$ cat config.mk
export PLATFORM = sky130hd
export DESIGN_NAME = line_burst_responder
export DESIGN_NICKNAME = d
export VERILOG_FILES = /design/src/rtl/mem_burst_pkg.sv /design/src/rtl/line_burst_responder.sv
export SDC_FILE = /design/constraint.sdc
export NUM_CORES = 1
export LEC_CHECK = 0
export BUFFER_PORTS_ARGS = -buffer_cell sky130_fd_sc_hd__buf_2
export CORE_AREA = 10 10 267 269
export DETAILED_ROUTE_END_ITERATION = 8
export DIE_AREA = 0 0 277 279
export SLEW_MARGIN = 10
export SYNTH_ARGS = -nofsm -noshare
export SYNTH_HDL_FRONTEND = slang
export SYNTH_SLANG_ARGS = --single-unit
$ cat constraint.sdc
create_clock -name clk -period 2.5 [get_ports clk]
set_clock_uncertainty 0.05 [all_clocks]
set_input_delay 0.25 -clock clk [delete_from_list [all_inputs] [get_ports clk]]
set_output_delay 0.25 -clock clk [all_outputs]
set_load 0.05 [all_outputs]
$ cat src/rtl/mem_burst_pkg.sv
`default_nettype none
// ============================================================================
//  Module      : mem_burst_pkg
//  Description : Shared types and constants for the line-to-burst responder.
//                Holds the FSM state encoding, the default line and beat
//                widths, the beats-per-line count and the number of byte
//                offset bits inside one line.
//  Revision    : 1.0 - initial release
// ============================================================================
package mem_burst_pkg;

  // Default geometry: a 256-bit cache line moved as four 64-bit beats.
  localparam int unsigned LB_LINE_W      = 256;
  localparam int unsigned LB_BURST_W     = 64;
  localparam int unsigned LB_BEATS       = LB_LINE_W / LB_BURST_W;

  // Address bits that select a byte within a line; zeroed on capture.
  localparam int unsigned LB_OFFSET_BITS = $clog2(LB_LINE_W / 8);

  typedef enum logic [1:0] {
    IDLE  = 2'd0,
    READ  = 2'd1,
    WRITE = 2'd2,
    DONE  = 2'd3
  } lb_state_t;

endpackage : mem_burst_pkg
`default_nettype wire

$ cat src/rtl/line_burst_responder.sv
`default_nettype none
// ============================================================================
//  Module      : line_burst_responder
//  Description : Responder side of the cache's physical-memory line port.
//                Accepts one line request at a time, serialises it into a
//                fixed-length burst of ascending beats (beat 0 first), gathers
//                returned read beats into a line, and answers the cache with
//                a one-cycle pmem_resp.
//  Revision    : 1.0 - initial release
//
//  Ports
//    clk            in   clock
//    rst            in   synchronous active-high reset
//    pmem_read      in   line read request, level, held until pmem_resp
//    pmem_write     in   line write request, level, held until pmem_resp
//    pmem_address   in   line address (ADDR_W), stable while request held
//    pmem_wdata     in   write line (LINE_W), stable while pmem_write held
//    pmem_rdata     out  assembled read line (LINE_W), registered
//    pmem_resp      out  one-cycle completion pulse
//    burst_address  out  line-aligned burst address (ADDR_W)
//    burst_read     out  burst read request
//    burst_write    out  burst write request
//    burst_wdata    out  current write beat (BURST_W)
//    burst_rdata    in   current read beat (BURST_W)
//    burst_resp     in   beat accepted / valid this cycle
// ============================================================================
module line_burst_responder
  import mem_burst_pkg::*;
#(
  parameter int unsigned LINE_W  = LB_LINE_W,
  parameter int unsigned BURST_W = LB_BURST_W,
  parameter int unsigned ADDR_W  = 32
) (
  input  logic               clk,
  input  logic               rst,
  input  logic               pmem_read,
  input  logic               pmem_write,
  input  logic [ADDR_W-1:0]  pmem_address,
  input  logic [LINE_W-1:0]  pmem_wdata,
  output logic [LINE_W-1:0]  pmem_rdata,
  output logic               pmem_resp,
  output logic [ADDR_W-1:0]  burst_address,
  output logic               burst_read,
  output logic               burst_write,
  output logic [BURST_W-1:0] burst_wdata,
  input  logic [BURST_W-1:0] burst_rdata,
  input  logic               burst_resp
);

  localparam int unsigned BEATS       = LINE_W / BURST_W;
  localparam int unsigned OFFSET_BITS = $clog2(LINE_W / 8);
  localparam int unsigned CNT_W       = (BEATS > 1) ? $clog2(BEATS) : 1;

  localparam logic [CNT_W-1:0]  LAST_BEAT = CNT_W'(BEATS - 1);
  // Clears the byte-offset bits so the burst always starts on a line boundary.
  localparam logic [ADDR_W-1:0] ADDR_MASK = ~(ADDR_W'((64'd1 << OFFSET_BITS) - 64'd1));

  lb_state_t          state_q, state_d;
  logic [CNT_W-1:0]   cnt_q,   cnt_d;
  logic [ADDR_W-1:0]  addr_q,  addr_d;
  logic [LINE_W-1:0]  wdata_q, wdata_d;
  logic [LINE_W-1:0]  rdata_q, rdata_d;

  always_ff @(posedge clk) begin
    if (rst) begin
      state_q <= IDLE;
      cnt_q   <= '0;
      addr_q  <= '0;
      wdata_q <= '0;
      rdata_q <= '0;
    end else begin
      state_q <= state_d;
      cnt_q   <= cnt_d;
      addr_q  <= addr_d;
      wdata_q <= wdata_d;
      rdata_q <= rdata_d;
    end
  end

  always_comb begin
    state_d = state_q;
    cnt_d   = cnt_q;
    addr_d  = addr_q;
    wdata_d = wdata_q;
    rdata_d = rdata_q;

    unique case (state_q)
      IDLE: begin
        // Write has priority when both requests are raised together.
        if (pmem_write) begin
          addr_d  = pmem_address & ADDR_MASK;
          wdata_d = pmem_wdata;
          cnt_d   = '0;
          state_d = WRITE;
        end else if (pmem_read) begin
          addr_d  = pmem_address & ADDR_MASK;
          cnt_d   = '0;
          state_d = READ;
        end
      end

      READ: begin
        // Cycles without burst_resp are stalls: nothing moves.
        if (burst_resp) begin
          rdata_d[cnt_q*BURST_W +: BURST_W] = burst_rdata;
          if (cnt_q == LAST_BEAT) begin
            cnt_d   = '0;
            state_d = DONE;
          end else begin
            cnt_d = cnt_q + 1'b1;
          end
        end
      end

      WRITE: begin
        if (burst_resp) begin
          if (cnt_q == LAST_BEAT) begin
            cnt_d   = '0;
            state_d = DONE;
          end else begin
            cnt_d = cnt_q + 1'b1;
          end
        end
      end

      DONE: begin
        state_d = IDLE;
      end

      default: begin
        state_d = IDLE;
      end
    endcase
  end

  // All handshake outputs decode directly from the registered state, so they
  // are glitch-free and drop to zero together on reset.
  assign pmem_resp     = (state_q == DONE);
  assign burst_read    = (state_q == READ);
  assign burst_write   = (state_q == WRITE);
  assign burst_address = addr_q;
  assign burst_wdata   = wdata_q[cnt_q*BURST_W +: BURST_W];
  assign pmem_rdata    = rdata_q;

endmodule : line_burst_responder
`default_nettype wire

==> results <==
- The run finished with clean final reports.
- The post-synthesis register bit count is 543.
- For the pin with the worst max-slew slack, the measured transition is 0.8428 ns.
- The count of pins over their slew limit was 0.
- Measured on the finished design, the core utilization comes to 0.4641.
- Among all flip-flop cells after synthesis, the most frequent one is sky130_fd_sc_hd__dfxtp_1.
- The cell chosen for the clock root is sky130_fd_sc_hd__clkbuf_16.
- The number of clock buffers inserted by TritonCTS is 58.
- Averaged over all synthesized cells, the footprint is 8.664 µm².
- The number of I/O pins is 712.
- Counting along the longest clock path gives a buffer depth of 3.
- The worst pin sits at a relative slew slack of 0.4382.
- The proportion of synthesized chip area in sequential cells is 0.5296.
- The layout has 6259 filler cells.
- The slack of the worst reg-to-reg path is 0.29 ns.
- Along the worst path, the maximum fanout reaches 9.
- STA classifies the critical path startpoint as a flip-flop.
- Along the worst hold path, the cell count comes to 4.
- The mapped netlist covers 0.02052 mm².
- Compared with the post-synthesis result, the final layout area differs by 48.38%.
- STA puts the critical path data arrival time at 2.11 ns.
- The horizontal extent of the die is 277 µm.
- Of the total synthesized cell area, the portion taken by XOR and XNOR cells is 0.
- The clock period minus worst slack is 2.415 ns.
- The peak supply drop is 556.4 µV.
- Setup repair after global routing left no endpoint under its margin.
- The DRC violation count after routing is 0.
- The adder-cell share of the synthesized area is 0.007315.
- The data required time at the worst endpoint is 2.20 ns.
- TritonCTS built the clock tree.
- The share of layout cells above drive strength 1 is 0.2751.
- The final weighted congestion of routability-driven global placement is 0.8676.
- In this run the critical register-to-register path is captured at wdata_q[0].
- The launch point of the worst hold path is pmem_write.
- After synthesis, the share of cell area in mux cells is 0.07023.
- The path class of the tightest hold or removal check is primary input to flip-flop.
- The number of endpoints with negative hold slack in the final report is 0.
- The net count of the finished layout is 3689.
- The final layout contains routed wiring with a total length of 88.25 mm.
- Of the available clock period, the critical path in the final layout requires 0.9659.
- The via count of the first global-routing pass was 21010.
- The number of violations reported at the end of detailed-routing iteration 0 is 1788.
- Of the total synthesized cell area, the portion taken by AND, OR, NAND and NOR gates is 0.1942.
- Setup violations remaining at the end of the flow were counted as 0.
- The detail-routed net length per standard cell is 20.81 µm.
- Leaving out fill and tap cells, the most frequent cell in the layout is sky130_fd_sc_hd__nand2_1.
- The max-cap violation count is 0.
- The effective utilization at floorplan is 0.3127.
- The total track usage is 0.2143.
- The total of warnings raised by yosys is 0.
- Yosys mapped a number of flops with a built-in enable equal to 0.
- The area of the core is 0.06563 mm².
- The area taken by flip-flops and latches is 0.01088 mm².
- In the routed layout, each cell is associated on average with a via count of 5.046.
- The compound-gate portion of the synthesized area was 0.1511.
- After synthesis, the largest family of logic cells by area is simple AND/OR/NAND/NOR gates.
- The area occupied by multi-input gates is 0.008770 mm².
- The number of rows in the core area is 94.
- Entering global routing, the biggest net connects 128 pins.
- After synthesis, the netlist uses 34 different library cells.
- The count of buffers added on input and output ports is 701.
- Once detail routing completed, the nets flagged for antenna violations numbered 0.
- Across all layers, the routed design uses 21400 vias.
- The latest clock arrival within the worst-skew pair is 0.59 ns.
- The vertical die dimension is 279 µm.
- The top cell types in the final layout, fill and taps aside, are 761 x sky130_fd_sc_hd__nand2_1, 698 x sky130_fd_sc_hd__buf_2, 541 x sky130_fd_sc_hd__dfxtp_1, 476 x sky130_fd_sc_hd__a21oi_1, 352 x sky130_fd_sc_hd__dlygate4sd3_1.
- Based on the critical path, the design can be clocked at up to 414.1 MHz.
- Summed over all cells, the static leakage comes to 12.67 nW.
- The worst setup path is of the flip-flop to primary output kind.
- The start of the worst register-to-register path is state_q[0].
- The first global-routing pass estimated 131.0 mm of wire.
- The cell depth of the worst flop-to-flop path is 7.
- The endpoint type of the worst setup path is a primary output.
- The clock tree synthesis step divided the H-tree into 2 levels.
- The endpoint with the worst hold slack is state_q[1].
- The die covers 0.07728 mm².
- The placed wire-length estimate is 59.96 mm.
- The initial antenna violation count is 18.
- After clock tree synthesis, the clock-pin slew on the worst setup and hold paths is 0.06 ns.
- The total power per unit cell area is 892.0 mW/mm².
- For this run, asynchronously set or reset flops after synthesis account for 0.
- Synthesis produced 2369 cells.
- The number of detailed-routing iterations run before antenna repair is 5.
- The setup TNS after final layout is 0 ns.
- Summed over all layers, the global routing overflow is 0.
- The clock sink count is 543.
## Yosys cell counts (6+ instances only)
| master | n | share of area |
|---|---|---|
| sky130_fd_sc_hd__a21oi_1 | 476 | 0.12 |
| sky130_fd_sc_hd__nand3_1 | 197 | 0.048 |
| sky130_fd_sc_hd__ha_1 | 12 | 0.0073 |
| sky130_fd_sc_hd__clkbuf_1 | 132 | 0.024 |
| sky130_fd_sc_hd__buf_6 | 6 | 0.0033 |
| sky130_fd_sc_hd__dfxtp_1 | 543 | 0.53 |
| sky130_fd_sc_hd__buf_4 | 6 | 0.0022 |
| sky130_fd_sc_hd__buf_1 | 16 | 0.0029 |
| sky130_fd_sc_hd__a32o_1 | 64 | 0.031 |
| sky130_fd_sc_hd__buf_2 | 57 | 0.014 |
| sky130_fd_sc_hd__mux4_2 | 64 | 0.070 |
| sky130_fd_sc_hd__nand2_1 | 762 | 0.14 |
## timing repair
item / 4_1_cts / 5_1_grt
endpoints found under the hold margin: 539 / 0
setup endpoints to repair: 62 / 0
hold buffers: 352 / 0
buffers inserted: 2 / 0
resized for setup: 11 / 0
## how the worst max path moves through the flow
stage / from / endpoint / slack (ns)
floorplan: cnt_q[1] / pmem_rdata[10] / 0.05
global placement: cnt_q[0] / pmem_rdata[131] / 0.45
detailed placement: cnt_q[0] / pmem_rdata[173] / 0.40
CTS: cnt_q[0] / burst_wdata[21] / 0.01
global route: cnt_q[0] / burst_wdata[63] / 0.00008
finish: cnt_q[0] / burst_wdata[21] / 0.09
## worst max-delay path, cell delays in order (launching register included)
cell and delay, ns:
sky130_fd_sc_hd__dfxtp_4 0.40, sky130_fd_sc_hd__buf_16 0.14, sky130_fd_sc_hd__buf_12 0.15, sky130_fd_sc_hd__mux4_2 0.56, sky130_fd_sc_hd__buf_2 0.25
## power breakdown
group	total [mW]	internal (mW)	switching (mW)	leakage, nW
Clock	8.55	4.87	3.68	0.935
Sequential	10.1	9.62	0.517	4.42
Combinational	8.48	2.91	5.57	7.32
Total	27.2	17.4	9.77	12.7
## metal layers
metal	part of all wire	routed length, µm	vias up	global-route usage
li1	-	-	10010	-
met1	0.38	33800	10100	0.2477
met2	0.47	41630	1021	0.3522
met3	0.087	7665	263	0.06173
met4	0.058	5122	6	0.1217
met5	0.00045	40	-	0
## sequential cells by signal, summed over array words and instances (netlist names)
| signal | count |
|---|---|
| pmem_rdata | 256 |
| cnt_q | 2 |
| wdata_q | 256 |
| burst_address | 27 |
| state_q | 2 |
## metrics by stage
stage               area (µm²)  worst slack, ns  hold WS, ns  total power [mW]  cells
floorplan                20540          0.04926       0.3258             15.64   2373
global placement         24900           0.4468       0.3853             18.07   3769
finish                   30460          0.08515      0.09232             27.17   4241
detailed placement       24900           0.4030       0.3897             18.12   3769
global route             30450       0.00008415       0.1053             28.39   4238
CTS                      30420         0.009897      0.05810             27.37   4226
## area by class of cell
type | count | area share
tap | 864 | 0.03550
clock inverter | 21 | 0.007231
multi-input combinational | 1608 | 0.2879
inverter | 5 | 0.0006162
antenna | 15 | 0.001232
sequential | 543 | 0.3572
timing repair buffer | 1104 | 0.2555
clock buffer | 81 | 0.05480
## cells by family (layout without fill, tap and decap cells)
family / after synthesis / in the layout
AO/OA/AOI/OAI: 551 / 551
adder cells (fa/ha/maj): 12 / 12
buffers and inverters: 222 / 1211
flip-flops: 543 / 543
multiplexers: 64 / 64
other: 1 / 20
AND/OR/NAND/NOR: 976 / 976
No activity file was read; power rests on OpenSTA's default activity.
